File: config.mk
export PLATFORM = sky130hd
export DESIGN_NAME = vrf_seq_ctrl
export DESIGN_NICKNAME = d
export VERILOG_FILES = /design/src/rtl/vrf_seq_ctrl.sv
export SDC_FILE = /design/constraint.sdc
export NUM_CORES = 1
export LEC_CHECK = 0
export CORE_MARGIN = 2
export CORE_UTILIZATION = 42
export CTS_CLUSTER_SIZE = 40
export DETAILED_ROUTE_END_ITERATION = 8
export PLACE_DENSITY = 0.82
export RECOVER_POWER = 100
export SYNTH_ARGS = -nofsm -noshare
export SYNTH_HDL_FRONTEND = slang
export SYNTH_SLANG_ARGS = --single-unit
File: constraint.sdc
create_clock -name clk -period 10.7 [get_ports clk]
set_clock_uncertainty 0.05 [all_clocks]
set_input_delay 2.14 -clock clk [delete_from_list [all_inputs] [get_ports clk]]
set_output_delay 2.14 -clock clk [all_outputs]
set_load 0.02 [all_outputs]
File: src/rtl/vrf_seq_ctrl.sv
// Vector register-file sequencer: steps a command element by element through
// READ/EXEC/WRITE and interleaves single-element host accesses in IDLE/EXEC.
module vrf_seq_ctrl #(
  parameter int ADDR_WIDTH = 5,
  parameter int DATA_WIDTH = 32,
  parameter int NUM_REG    = 6,
  parameter int NUM_ELE    = 32
) (
  input  logic                  clk,
  input  logic                  reset,

  input  logic                  cmd_valid,
  output logic                  cmd_ready,
  input  logic [ADDR_WIDTH-1:0] cmd_vd,
  input  logic [ADDR_WIDTH-1:0] cmd_vs1,
  input  logic [ADDR_WIDTH-1:0] cmd_vs2,
  input  logic [ADDR_WIDTH:0]   cmd_vl,

  output logic                  exu_valid,
  output logic [DATA_WIDTH-1:0] exu_a,
  output logic [DATA_WIDTH-1:0] exu_b,
  input  logic                  exu_res_valid,
  input  logic [DATA_WIDTH-1:0] exu_res,

  input  logic                  host_req,
  input  logic                  host_we,
  input  logic [ADDR_WIDTH-1:0] host_reg,
  input  logic [ADDR_WIDTH-1:0] host_ele,
  input  logic [DATA_WIDTH-1:0] host_wdata,
  output logic                  host_gnt,
  output logic                  host_rvalid,
  output logic [DATA_WIDTH-1:0] host_rdata,

  output logic [ADDR_WIDTH-1:0] rf_rAddr1_1,
  output logic [ADDR_WIDTH-1:0] rf_rAddr2_1,
  output logic [ADDR_WIDTH-1:0] rf_rAddr1_2,
  output logic [ADDR_WIDTH-1:0] rf_rAddr2_2,
  input  logic [DATA_WIDTH-1:0] rf_rData1,
  input  logic [DATA_WIDTH-1:0] rf_rData2,
  output logic [ADDR_WIDTH-1:0] rf_wAddr1,
  output logic [ADDR_WIDTH-1:0] rf_wAddr2,
  output logic [DATA_WIDTH-1:0] rf_wData,
  output logic                  rf_wEnable,

  output logic                  busy,
  output logic                  done,
  output logic                  cmd_err
);

  localparam logic [ADDR_WIDTH:0] LP_NREG = (ADDR_WIDTH+1)'(NUM_REG);
  localparam logic [ADDR_WIDTH:0] LP_NELE = (ADDR_WIDTH+1)'(NUM_ELE);
  localparam logic [ADDR_WIDTH:0] LP_ONE  = (ADDR_WIDTH+1)'(1);

  typedef enum logic [2:0] {
    S_IDLE,
    S_READ,
    S_EXEC,
    S_WRITE,
    S_DONE
  } state_t;

  state_t r_state;
  state_t w_next;

  logic [ADDR_WIDTH-1:0] r_vd;
  logic [ADDR_WIDTH-1:0] r_vs1;
  logic [ADDR_WIDTH-1:0] r_vs2;
  logic [ADDR_WIDTH-1:0] r_e;
  logic [ADDR_WIDTH:0]   r_vl;
  logic [DATA_WIDTH-1:0] r_op_a;
  logic [DATA_WIDTH-1:0] r_op_b;
  logic [DATA_WIDTH-1:0] r_res;
  logic [DATA_WIDTH-1:0] r_host_rdata;
  logic                  r_host_rvalid;
  logic                  r_cmd_err;

  logic                  w_accept;
  logic                  w_cmd_bad;
  logic [ADDR_WIDTH:0]   w_vl_clamp;
  logic                  w_last;
  logic                  w_host_gnt;
  logic                  w_host_ok;
  logic                  w_host_wr;
  logic                  w_host_rd;

  assign w_accept   = cmd_valid & cmd_ready;
  assign w_cmd_bad  = ({1'b0, cmd_vd}  >= LP_NREG) |
                      ({1'b0, cmd_vs1} >= LP_NREG) |
                      ({1'b0, cmd_vs2} >= LP_NREG);
  assign w_vl_clamp = (cmd_vl > LP_NELE) ? LP_NELE : cmd_vl;
  assign w_last     = ({1'b0, r_e} == (r_vl - LP_ONE));

  // Host is only serviced while the sequencer does not own the regfile ports.
  assign w_host_gnt = host_req & ~reset & ((r_state == S_IDLE) | (r_state == S_EXEC));
  assign w_host_ok  = ({1'b0, host_reg} < LP_NREG) & ({1'b0, host_ele} < LP_NELE);
  assign w_host_wr  = w_host_gnt & host_we & w_host_ok;
  assign w_host_rd  = w_host_gnt & ~host_we & w_host_ok;

  assign host_gnt    = w_host_gnt;
  assign host_rvalid = r_host_rvalid;
  assign host_rdata  = r_host_rdata;
  assign cmd_err     = r_cmd_err;

  always_ff @(posedge clk or posedge reset) begin
    if (reset) begin
      r_state <= S_IDLE;
    end else begin
      r_state <= w_next;
    end
  end

  always_comb begin
    w_next      = r_state;
    cmd_ready   = 1'b0;
    exu_valid   = 1'b0;
    exu_a       = '0;
    exu_b       = '0;
    rf_rAddr1_1 = '0;
    rf_rAddr2_1 = '0;
    rf_rAddr1_2 = '0;
    rf_rAddr2_2 = '0;
    rf_wAddr1   = '0;
    rf_wAddr2   = '0;
    rf_wData    = '0;
    rf_wEnable  = 1'b0;
    busy        = (r_state != S_IDLE);
    done        = 1'b0;

    case (r_state)
      S_IDLE: begin
        cmd_ready = ~host_req;
        if (w_accept && !w_cmd_bad) begin
          w_next = (w_vl_clamp == '0) ? S_DONE : S_READ;
        end
      end
      S_READ: begin
        rf_rAddr1_1 = r_vs1;
        rf_rAddr2_1 = r_e;
        rf_rAddr1_2 = r_vs2;
        rf_rAddr2_2 = r_e;
        w_next      = S_EXEC;
      end
      S_EXEC: begin
        exu_valid = 1'b1;
        exu_a     = r_op_a;
        exu_b     = r_op_b;
        if (exu_res_valid) begin
          w_next = S_WRITE;
        end
      end
      S_WRITE: begin
        rf_wEnable = 1'b1;
        rf_wAddr1  = r_vd;
        rf_wAddr2  = r_e;
        rf_wData   = r_res;
        w_next     = w_last ? S_DONE : S_READ;
      end
      S_DONE: begin
        done   = 1'b1;
        w_next = S_IDLE;
      end
      default: begin
        w_next = S_IDLE;
      end
    endcase

    // Grants only occur in IDLE/EXEC, so these never collide with READ/WRITE.
    if (w_host_wr) begin
      rf_wEnable = 1'b1;
      rf_wAddr1  = host_reg;
      rf_wAddr2  = host_ele;
      rf_wData   = host_wdata;
    end
    if (w_host_rd) begin
      rf_rAddr1_1 = host_reg;
      rf_rAddr2_1 = host_ele;
    end
  end

  always_ff @(posedge clk or posedge reset) begin
    if (reset) begin
      r_vd          <= '0;
      r_vs1         <= '0;
      r_vs2         <= '0;
      r_vl          <= '0;
      r_e           <= '0;
      r_op_a        <= '0;
      r_op_b        <= '0;
      r_res         <= '0;
      r_host_rdata  <= '0;
      r_host_rvalid <= 1'b0;
      r_cmd_err     <= 1'b0;
    end else begin
      r_cmd_err     <= w_accept & w_cmd_bad;
      r_host_rvalid <= w_host_gnt & ~host_we;
      r_host_rdata  <= w_host_rd ? rf_rData1 : '0;

      if (w_accept && !w_cmd_bad) begin
        r_vd  <= cmd_vd;
        r_vs1 <= cmd_vs1;
        r_vs2 <= cmd_vs2;
        r_vl  <= w_vl_clamp;
        r_e   <= '0;
      end

      if (r_state == S_READ) begin
        r_op_a <= rf_rData1;
        r_op_b <= rf_rData2;
      end

      if ((r_state == S_EXEC) && exu_res_valid) begin
        r_res <= exu_res;
      end

      if ((r_state == S_WRITE) && !w_last) begin
        r_e <= r_e + ADDR_WIDTH'(1);
      end
    end
  end

endmodule

==> results.json, run 1 <==
{
  "dp_worst_setup_slack_ns": 2.80,
  "worstPathMaxFanout": 78,
  "synth_top_area_share_pct": 56.2,
  "status": "complete, but fails checks",
  "firstDrtPassIters": 5,
  "clk_transition_reported_paths_ns": 0.06,
  "hpwl_um": 14800,
  "dieWidth_um": 134,
  "fin_area_mm2": 0.0112,
  "ir_drop_uv": 182,
  "syn-num-nets": 756,
  "grt_max_degree": 87,
  "path_buf_inv": 3,
  "finalMaxSlewViolations": 311,
  "cts_resized": 0,
  "grt_use_total_pct": 23.6,
  "clock_path_buffers": 2,
  "ctsHtreeMaxLevel": 4,
  "initialDrtViolationCount": 270,
  "worst_slack_ns": 1.74,
  "final_cell_mix": "178 x clkdlybuf4s50_1, 158 x dfrtp_1, 152 x dlygate4sd3_1",
  "vias_per_cell": 5.17,
  "crit_required_ns": 8.51,
  "synth_ff_type": "dfrtp_1",
  "dp_cells": 1098,
  "critPathMaxStageDelay_ns": 2.96,
  "rsz0062_at_grt": "false",
  "synth_edf_count": 0,
  "drv_cap": 5,
  "arrival_ns": 6.77,
  "grt_pass1_vias": 5978,
  "p_per_area_mw_per_mm2": 249,
  "fillers": 1244,
  "finalSetupTns_ns": 0,
  "rows": 47,
  "cp_slowest_cell": "clkbuf_1",
  "seq_area_frac_synth_pct": 56.2,
  "yosys.cell_types.count": 43,
  "relSlewSlack_pct": -184,
  "seq_power_share_pct": 33.5,
  "port_buffers": 330,
  "overflow": 0,
  "worstSetupPathType": "reg -> out",
  "postCtsHoldBufs": 0,
  "post-route-min-period_ns": 8.96,
  "synth_area_leaders": "dfrtp_1 56%, mux2_2 15%, and3_1 5.8%",
  "async_flop_share_pct": 100,
  "cts_tree": "built",
  "final_hold_viol_count": 0,
  "fp.dieH_um": 134,
  "finalSetupViolCount": 0,
  "netlist_area_mm2": 0.00708,
  "fmax_mhz": 112,
  "antenna_cells": 0,
  "gp_congestion": 0.821,
  "worstSkewPairLatency_ns": 0.42,
  "crit_path_frequent_cell": "clkbuf_1",
  "switching_share_pct": 33.3,
  "start_util_pct": 42.8,
  "max_slew.worst_pin.slew_ns": 4.25,
  "antenna_found_initial": 0,
  "numClockSinks": 159,
  "ioPinCount": 331,
  "grt_pass1_wl_um": 32700,
  "yosysTopAreaCell": "dfrtp_1",
  "leakagePower_nw": 5.37,
  "die-area_mm2": 0.0179,
  "pwr-share-comb_pct": 42.2,
  "p_int_w": 0.00186,
  "post_cts_buffers": 0,
  "end_kind": "output pin",
  "clkPwrFrac_pct": 24.3,
  "yosys_warnings": 0,
  "wl_per_cell_um": 18.6,
  "nNetsFinal": 1064,
  "ys_seq_elements": 159,
  "syn2layout_area_growth_pct": 58.0,
  "min_period_over_period_pct": 83.7,
  "cts_buffers": 17,
  "fin_cells": 1129,
  "vias": 5833,
  "avgSynthCellArea_um2": 12.0,
  "drive_gt1_share_pct": 14.9,
  "placed_area_mm2": 0.0106,
  "switching_power_w": 0.000928,
  "holdCritPathClass": "reg -> reg",
  "core_area_mm2": 0.0165,
  "cp_cell_sequence": "clkbuf_1 > nor3b_1 > clkbuf_1 > a22o_1 > clkdlybuf4s50_1",
  "syn_inst": 589,
  "hold-worst-slack_ns": 0.413,
  "cp_top_family": "buffers and inverters",
  "routed_wl_um": 21000,
  "drcViolationCount": 0,
  "clockRootBuffer": "clkbuf_16",
  "ant_nets": 0,
  "violations": "capacitance limit, slew limit",
  "critPathLaunchType": "flip-flop",
  "layout_commonest_cell": "clkdlybuf4s50_1"
}
kinds of logic after synthesis:
group | Yosys count | synth area share [%]
compound gates | 69 | 8.06
xor+xnor | 7 | 0.866
flops | 159 | 56.2
simple gates | 202 | 16.3
mux | 97 | 15.4
buf+inv | 53 | 2.81
fa+ha+maj | 2 | 0.353
metal layers:
layer / up-vias / wire (um) / GRT usage [%]
met3: 37 / 1880 / 8.28
li1: 2703 / - / -
met1: 2847 / 8190 / 28.3
met2: 246 / 10500 / 39.5
met5: - / 0 / 0
met4: 0 / 503 / 8.63
final timing paths:
| path | cells after the start | slack [ns] | startpoint | to |
|---|---|---|---|---|
| hold / removal | 2 | 0.41 | r_vs2[0] | r_vs2[0] |
| min in group asynchronous | 2 | 2.29 | reset | r_res[7] |
| setup / recovery | 5 | 1.74 | r_state[1] | rf_rAddr1_1[1] |
| max in group asynchronous | 3 | 3.98 | reset | r_op_a[15] |
| hold reg to reg | 2 | 0.41 | r_vs2[0] | r_vs2[0] |
| setup reg to reg | 5 | 4.26 | r_state[1] | r_e[2] |
power by group through the flow:
stage / registers [W] / logic [W] / clock network (W)
final: 0.000931 / 0.00117 / 0.000677
after global routing: 0.000957 / 0.00125 / 0.000716
after CTS: 0.000931 / 0.00123 / 0.000690
after detailed placement: 0.000940 / 0.00122 / 0
after global placement: 0.000926 / 0.00121 / 0
after floorplan: 0.000893 / 0.000748 / 0
worst register-to-register path, stage by stage, from the launching register on:
cell and delay, ns:
dfrtp_2 0.33, clkbuf_1 1.88, nand2_1 0.36, nor2_1 2.39, o21ai_0 0.91, o221ai_1 0.41
layout make-up:
type / instances / area (um^2) / share of cell area (%)
Timing Repair Buffer: 336 / 3330 / 29.8
Multi-Input combinational cell: 377 / 2910 / 26.0
Inverter: 6 / 27.5 / 0.246
Clock inverter: 10 / 210 / 1.88
Sequential cell: 159 / 3980 / 35.6
Tap cell: 220 / 275 / 2.46
Clock buffer: 21 / 450 / 4.03
Yosys cell counts, drive strengths merged (4+ instances only):
master,instances
a22o,44
a21o,5
and2,57
nand3,7
and3,66
mux2,96
xor2,4
buf,4
nand3b,6
o21ai,5
inv,6
nor2,5
clkbuf,43
dfrtp,159
nand2,42
stage by stage:
step                total power [W]  utilization (%)
floorplan                   0.00164                -
global placement            0.00214             63.9
detailed placement          0.00216             63.9
CTS                         0.00285             67.9
global route                0.00293             67.7
finish                      0.00278             67.7
state kept, by name, summed over array words and instances, names as in the netlist:
register and flops:
r_op_a 32, host_rvalid 1, cmd_err 1, host_rdata 32, r_vs1 5, r_res 32, r_vd 5, r_op_b 32
r_state 3, r_e 5, r_vl 6, r_vs2 5
Note: power is estimated with default switching activity, not from simulation.
==> inputs of run 2 (changes only) <==
clock period = 8.98 ns   (was 10.7 ns; I/O delays follow)
==> run 2 against run 1 <==
  * The run still ends with capacitance limit, slew limit left
  * Cell area increased by 0.22%
  * Clock-buffer cell count decreased by 1
  * Sequential share of layout area decreased by 0.091 points
  * Flip-flop and latch count unchanged
  * Setup slack got worse by 0.070 ns
  * Critical path type unchanged
  * Largest cell class unchanged
==> results.json, run 2 (synthesis results as in run 1) <==
{
  "worstPathMaxFanout": 73,
  "clock_path_buffers": 2,
  "violations": "capacitance limit, slew limit",
  "status": "complete, but fails checks",
  "post-route-min-period_ns": 7.31,
  "grt_pass1_wl_um": 32600,
  "wl_per_cell_um": 18.6,
  "grt_max_degree": 74,
  "grt_use_total_pct": 23.6,
  "grt_pass1_vias": 5957,
  "leakagePower_nw": 5.40,
  "utilization_pct": 67.9,
  "layout_commonest_cell": "clkdlybuf4s50_1",
  "ant_nets": 0,
  "hold-worst-slack_ns": 0.430,
  "rows": 47,
  "rsz0062_at_grt": "false",
  "dp_worst_setup_slack_ns": 2.09,
  "arrival_ns": 5.46,
  "drv_cap": 5,
  "start_util_pct": 42.8,
  "max_slew.worst_pin.slew_ns": 3.79,
  "port_buffers": 330,
  "final_cell_mix": "172 x clkdlybuf4s50_1, 159 x dfrtp_1, 158 x dlygate4sd3_1",
  "dieWidth_um": 134,
  "p_int_w": 0.00218,
  "min_period_over_period_pct": 81.4,
  "post_cts_buffers": 0,
  "cts_tree": "built",
  "nNetsFinal": 1065,
  "final_hold_viol_count": 0,
  "ioPinCount": 331,
  "drcViolationCount": 0,
  "routed_wl_um": 21000,
  "overflow": 0,
  "clkPwrFrac_pct": 24.5,
  "cts_buffers": 17,
  "fmax_mhz": 137,
  "fp.dieH_um": 134,
  "initialDrtViolationCount": 340,
  "finalSetupTns_ns": 0,
  "drive_gt1_share_pct": 15.3,
  "holdCritPathClass": "reg -> reg",
  "cts_resized": 0,
  "clockRootBuffer": "clkbuf_16",
  "worstSkewPairLatency_ns": 0.42,
  "ir_drop_uv": 195,
  "ctsHtreeMaxLevel": 4,
  "finalMaxSlewViolations": 289,
  "switching_share_pct": 33.8,
  "worstSetupPathType": "reg -> out",
  "antenna_found_initial": 1,
  "core_area_mm2": 0.0165,
  "firstDrtPassIters": 4,
  "crit_required_ns": 7.13,
  "cp_slowest_cell": "clkbuf_1",
  "syn2layout_area_growth_pct": 58.4,
  "end_kind": "output pin",
  "pwr-share-comb_pct": 40.8,
  "finalSetupViolCount": 0,
  "p_per_area_mw_per_mm2": 294,
  "critPathLaunchType": "flip-flop",
  "gp_congestion": 0.868,
  "switching_power_w": 0.00111,
  "critPathMaxStageDelay_ns": 2.23,
  "numClockSinks": 159,
  "vias": 5886,
  "postCtsHoldBufs": 0,
  "cp_cell_sequence": "nor3b_1 > clkbuf_1 > a22o_1 > dlygate4sd3_1",
  "vias_per_cell": 5.20,
  "hpwl_um": 14700,
  "clk_transition_reported_paths_ns": 0.06,
  "die-area_mm2": 0.0179,
  "worst_slack_ns": 1.67,
  "seq_power_share_pct": 34.7,
  "relSlewSlack_pct": -153
}
run 2: critical path, delay by kind of cell, from the launching register on:
kind	cells	cell delay, ns
and+or+nand+nor	1	0.53
buffers and inverters	2	2.92
AOI/OAI and AO/OA	1	0.39
DFF	1	1.15
run 2: power groups by stage:
stage / clock network [W] / registers, W / logic (W)
floorplan: 0 / 0.00106 / 0.000891
global placement: 0 / 0.00115 / 0.00140
detailed placement: 0 / 0.00116 / 0.00141
CTS: 0.000824 / 0.00115 / 0.00143
global route: 0.000852 / 0.00118 / 0.00144
finish: 0.000809 / 0.00114 / 0.00135
run 2: metal layers:
layer  share of wire (%)  routed length (um)  GRT usage, %  vias to the layer above
met2                  50               10500          39.1                      248
met4                 2.8                 588          9.40                        0
met5                   0                   0             0                        -
met3                 9.1                1910          8.05                       41
met1                  38                8080          28.5                     2884
li1                    -                   -             -                     2713
run 2: stage by stage:
| step | power (W) | area, um^2 | std cells |
|---|---|---|---|
| 5_1_grt | 0.00348 | 11200 | 1132 |
| 3_5_place_dp | 0.00257 | 10600 | 1099 |
| 2_1_floorplan | 0.00196 | 7080 | 589 |
| 4_1_cts | 0.00340 | 11200 | 1131 |
| 3_3_place_gp | 0.00254 | 10600 | 1099 |
| 6_report | 0.00330 | 11200 | 1132 |
run 2: worst paths after layout:
path | start | cells past startpoint | to | slack (ns)
max | r_state[1] | 4 | rf_rAddr1_1[2] | 1.67
min | r_vs2[4] | 1 | r_vs2[4] | 0.43
max reg2reg | r_state[1] | 3 | r_op_a[6] | 4.35
min reg2reg | r_vs2[4] | 1 | r_vs2[4] | 0.43
max in group asynchronous | reset | 3 | r_op_a[11] | 3.14
min in group asynchronous | reset | 2 | r_res[7] | 1.81
run 2: cell type report:
class	instances	area, um^2
clock inverters	12	206
flip-flops and latches	159	3980
fillers	1241	5310
inverters	6	27.5
repair buffers	337	3340
multi-input cells	377	2920
clock buffers	20	467
diodes	1	2.50
well taps	220	275
==> inputs of run 3 (changes only) <==
CORE_UTILIZATION = 38   (was 42)
PLACE_DENSITY = 0.78   (was 0.82)
clock period = 6.7 ns   (was 8.98 ns; I/O delays follow)
==> run 3 against run 2 <==
  * The flow still finishes with violations (capacitance limit, slew limit)
  * Non-clock buffer count is 2 higher
  * Sequential share of layout area rose by 0.30 points
  * Clock power increased by 16%
  * Highest routed layer unchanged
  * Critical path depth up 3
  * Combinational power rose by 38%
  * Cell count rose by 1.1%
  * Core utilization down 6.6 points
==> results.json, run 3 (synthesis results as in run 1) <==
{
  "core_area_mm2": 0.0181,
  "vias": 5866,
  "overflow": 0,
  "min_period_over_period_pct": 90.6,
  "cts_buffers": 17,
  "final_cell_mix": "179 x clkdlybuf4s50_1, 158 x dfrtp_1, 151 x dlygate4sd3_1",
  "finalMaxSlewViolations": 365,
  "grt_use_total_pct": 21.6,
  "reg2reg_from": "r_state[1]",
  "cp-startpoint": "reset",
  "hpwl_um": 15200,
  "clockRootBuffer": "clkbuf_16",
  "hold-worst-slack_ns": 0.428,
  "grt_max_degree": 78,
  "initialDrtViolationCount": 278,
  "worstSetupPathType": "in -> out",
  "min_path_cells": 1,
  "violations": "capacitance limit, slew limit",
  "worstPathMaxFanout": 27,
  "critPathLaunchType": "primary input",
  "reg2reg_depth": 5,
  "nNetsFinal": 1067,
  "fillers": 1547,
  "end_kind": "output pin",
  "p_per_area_mw_per_mm2": 385,
  "status": "complete, but fails checks",
  "grt_pass1_vias": 5942,
  "postCtsHoldBufs": 0,
  "ctsHtreeMaxLevel": 4,
  "layout_commonest_cell": "clkdlybuf4s50_1",
  "antenna_found_initial": 3,
  "holdCritPathClass": "reg -> reg",
  "firstDrtPassIters": 5,
  "ir_drop_uv": 248,
  "fmax_mhz": 165,
  "fin_cells": 1144,
  "rsz0062_at_grt": "false",
  "cts_tree": "built",
  "finalSetupTns_ns": 0,
  "rrSetupSlack_ns": 1.15,
  "post-route-min-period_ns": 6.07,
  "max_slew.worst_pin.slew_ns": 3.59,
  "leakagePower_nw": 5.33,
  "gp_congestion": 0.837,
  "rows": 49,
  "post_cts_buffers": 0,
  "die-area_mm2": 0.0197,
  "vias_per_cell": 5.13,
  "grt_pass1_wl_um": 33200,
  "dp_cells": 1110,
  "cp-endpoint": "rf_rAddr2_1[1]",
  "wl_per_cell_um": 18.6,
  "routed_wl_um": 21300,
  "worstSkewPairLatency_ns": 0.41,
  "crit_required_ns": 5.31,
  "cts_resized": 0,
  "port_buffers": 330,
  "drv_cap": 7,
  "arrival_ns": 4.68,
  "start_util_pct": 39.0,
  "reg2reg_to": "r_op_b[2]",
  "final_hold_viol_count": 0,
  "dieWidth_um": 141,
  "relSlewSlack_pct": -139,
  "drive_gt1_share_pct": 15.2,
  "finalSetupViolCount": 0,
  "clock_path_buffers": 2,
  "clk_transition_reported_paths_ns": 0.06,
  "numClockSinks": 159,
  "ioPinCount": 331,
  "drcViolationCount": 0,
  "ant_nets": 0,
  "fp.dieH_um": 141,
  "syn2layout_area_growth_pct": 57.1
}
[run 3: cell types whose count changed in the layout (fill, tap and decap cells not counted), sizes merged]
cell and delta:
clkdlybuf4s50 +7, dlygate4sd3 -7, bufinv -4, inv +3
clkinv +2, clkinvlp +1, diode +1
[run 3: cell type report]
cell class	instances	area (um^2)	share of cell area, %
Clock buffer	18	439	3.95
Tap cell	229	287	2.58
Timing Repair Buffer	339	3350	30.1
Clock inverter	14	133	1.19
Antenna cell	2	5.00	0.0450
Inverter	6	26.3	0.236
Multi-Input combinational cell	377	2910	26.2
Sequential cell	159	3980	35.8
[run 3: critical path, cell delays in order]
cell and delay [ns]:
dlygate4sd3_1 0.57, clkinvlp_4 0.40, nand3_1 0.21, a2111oi_0 0.51, nor2b_1 0.75, a21o_1 0.21, dlygate4sd3_1 0.66
[run 3: stage by stage]
stage / total power [W] / setup WS (ns) / cell area (um^2) / util [%]
floorplan: 0.00262 / 0.346 / 7080 / -
global placement: 0.00342 / 1.05 / 10600 / 58.4
detailed placement: 0.00345 / 0.833 / 10600 / 58.4
CTS: 0.00442 / 0.834 / 11200 / 61.5
global route: 0.00454 / 0.280 / 11100 / 61.3
finish: 0.00428 / 0.632 / 11100 / 61.3
[run 3: worst min path at each step]
| stage | end | from | slack (ns) |
|---|---|---|---|
| after detailed placement | r_vs2[1] | r_vs2[1] | 0.41 |
| after CTS | r_vd[4] | r_vd[4] | 0.43 |
| after global placement | r_vs2[1] | r_vs2[1] | 0.41 |
| after global routing | r_vd[4] | r_vd[4] | 0.45 |
| after floorplan | r_vs2[0] | r_vs2[0] | 0.39 |
| final | r_vd[4] | r_vd[4] | 0.43 |
[run 3: report_power, final]
part,switching [W],internal [W],leakage (nW)
registers,0.000194,0.00129,1.99
logic,0.000908,0.000953,3.05
clock network,0.000407,0.000529,0.285
total,0.00151,0.00277,5.33
[run 3: per-layer routing]
layer  global-route usage, %  vias up  part of all wire (%)
met3                    8.10       33                   9.3
met4                    8.32        0                   2.3
met5                       0        -                     0
met2                    36.3      252                    50
met1                    25.2     2861                    39
li1                        -     2720                     -
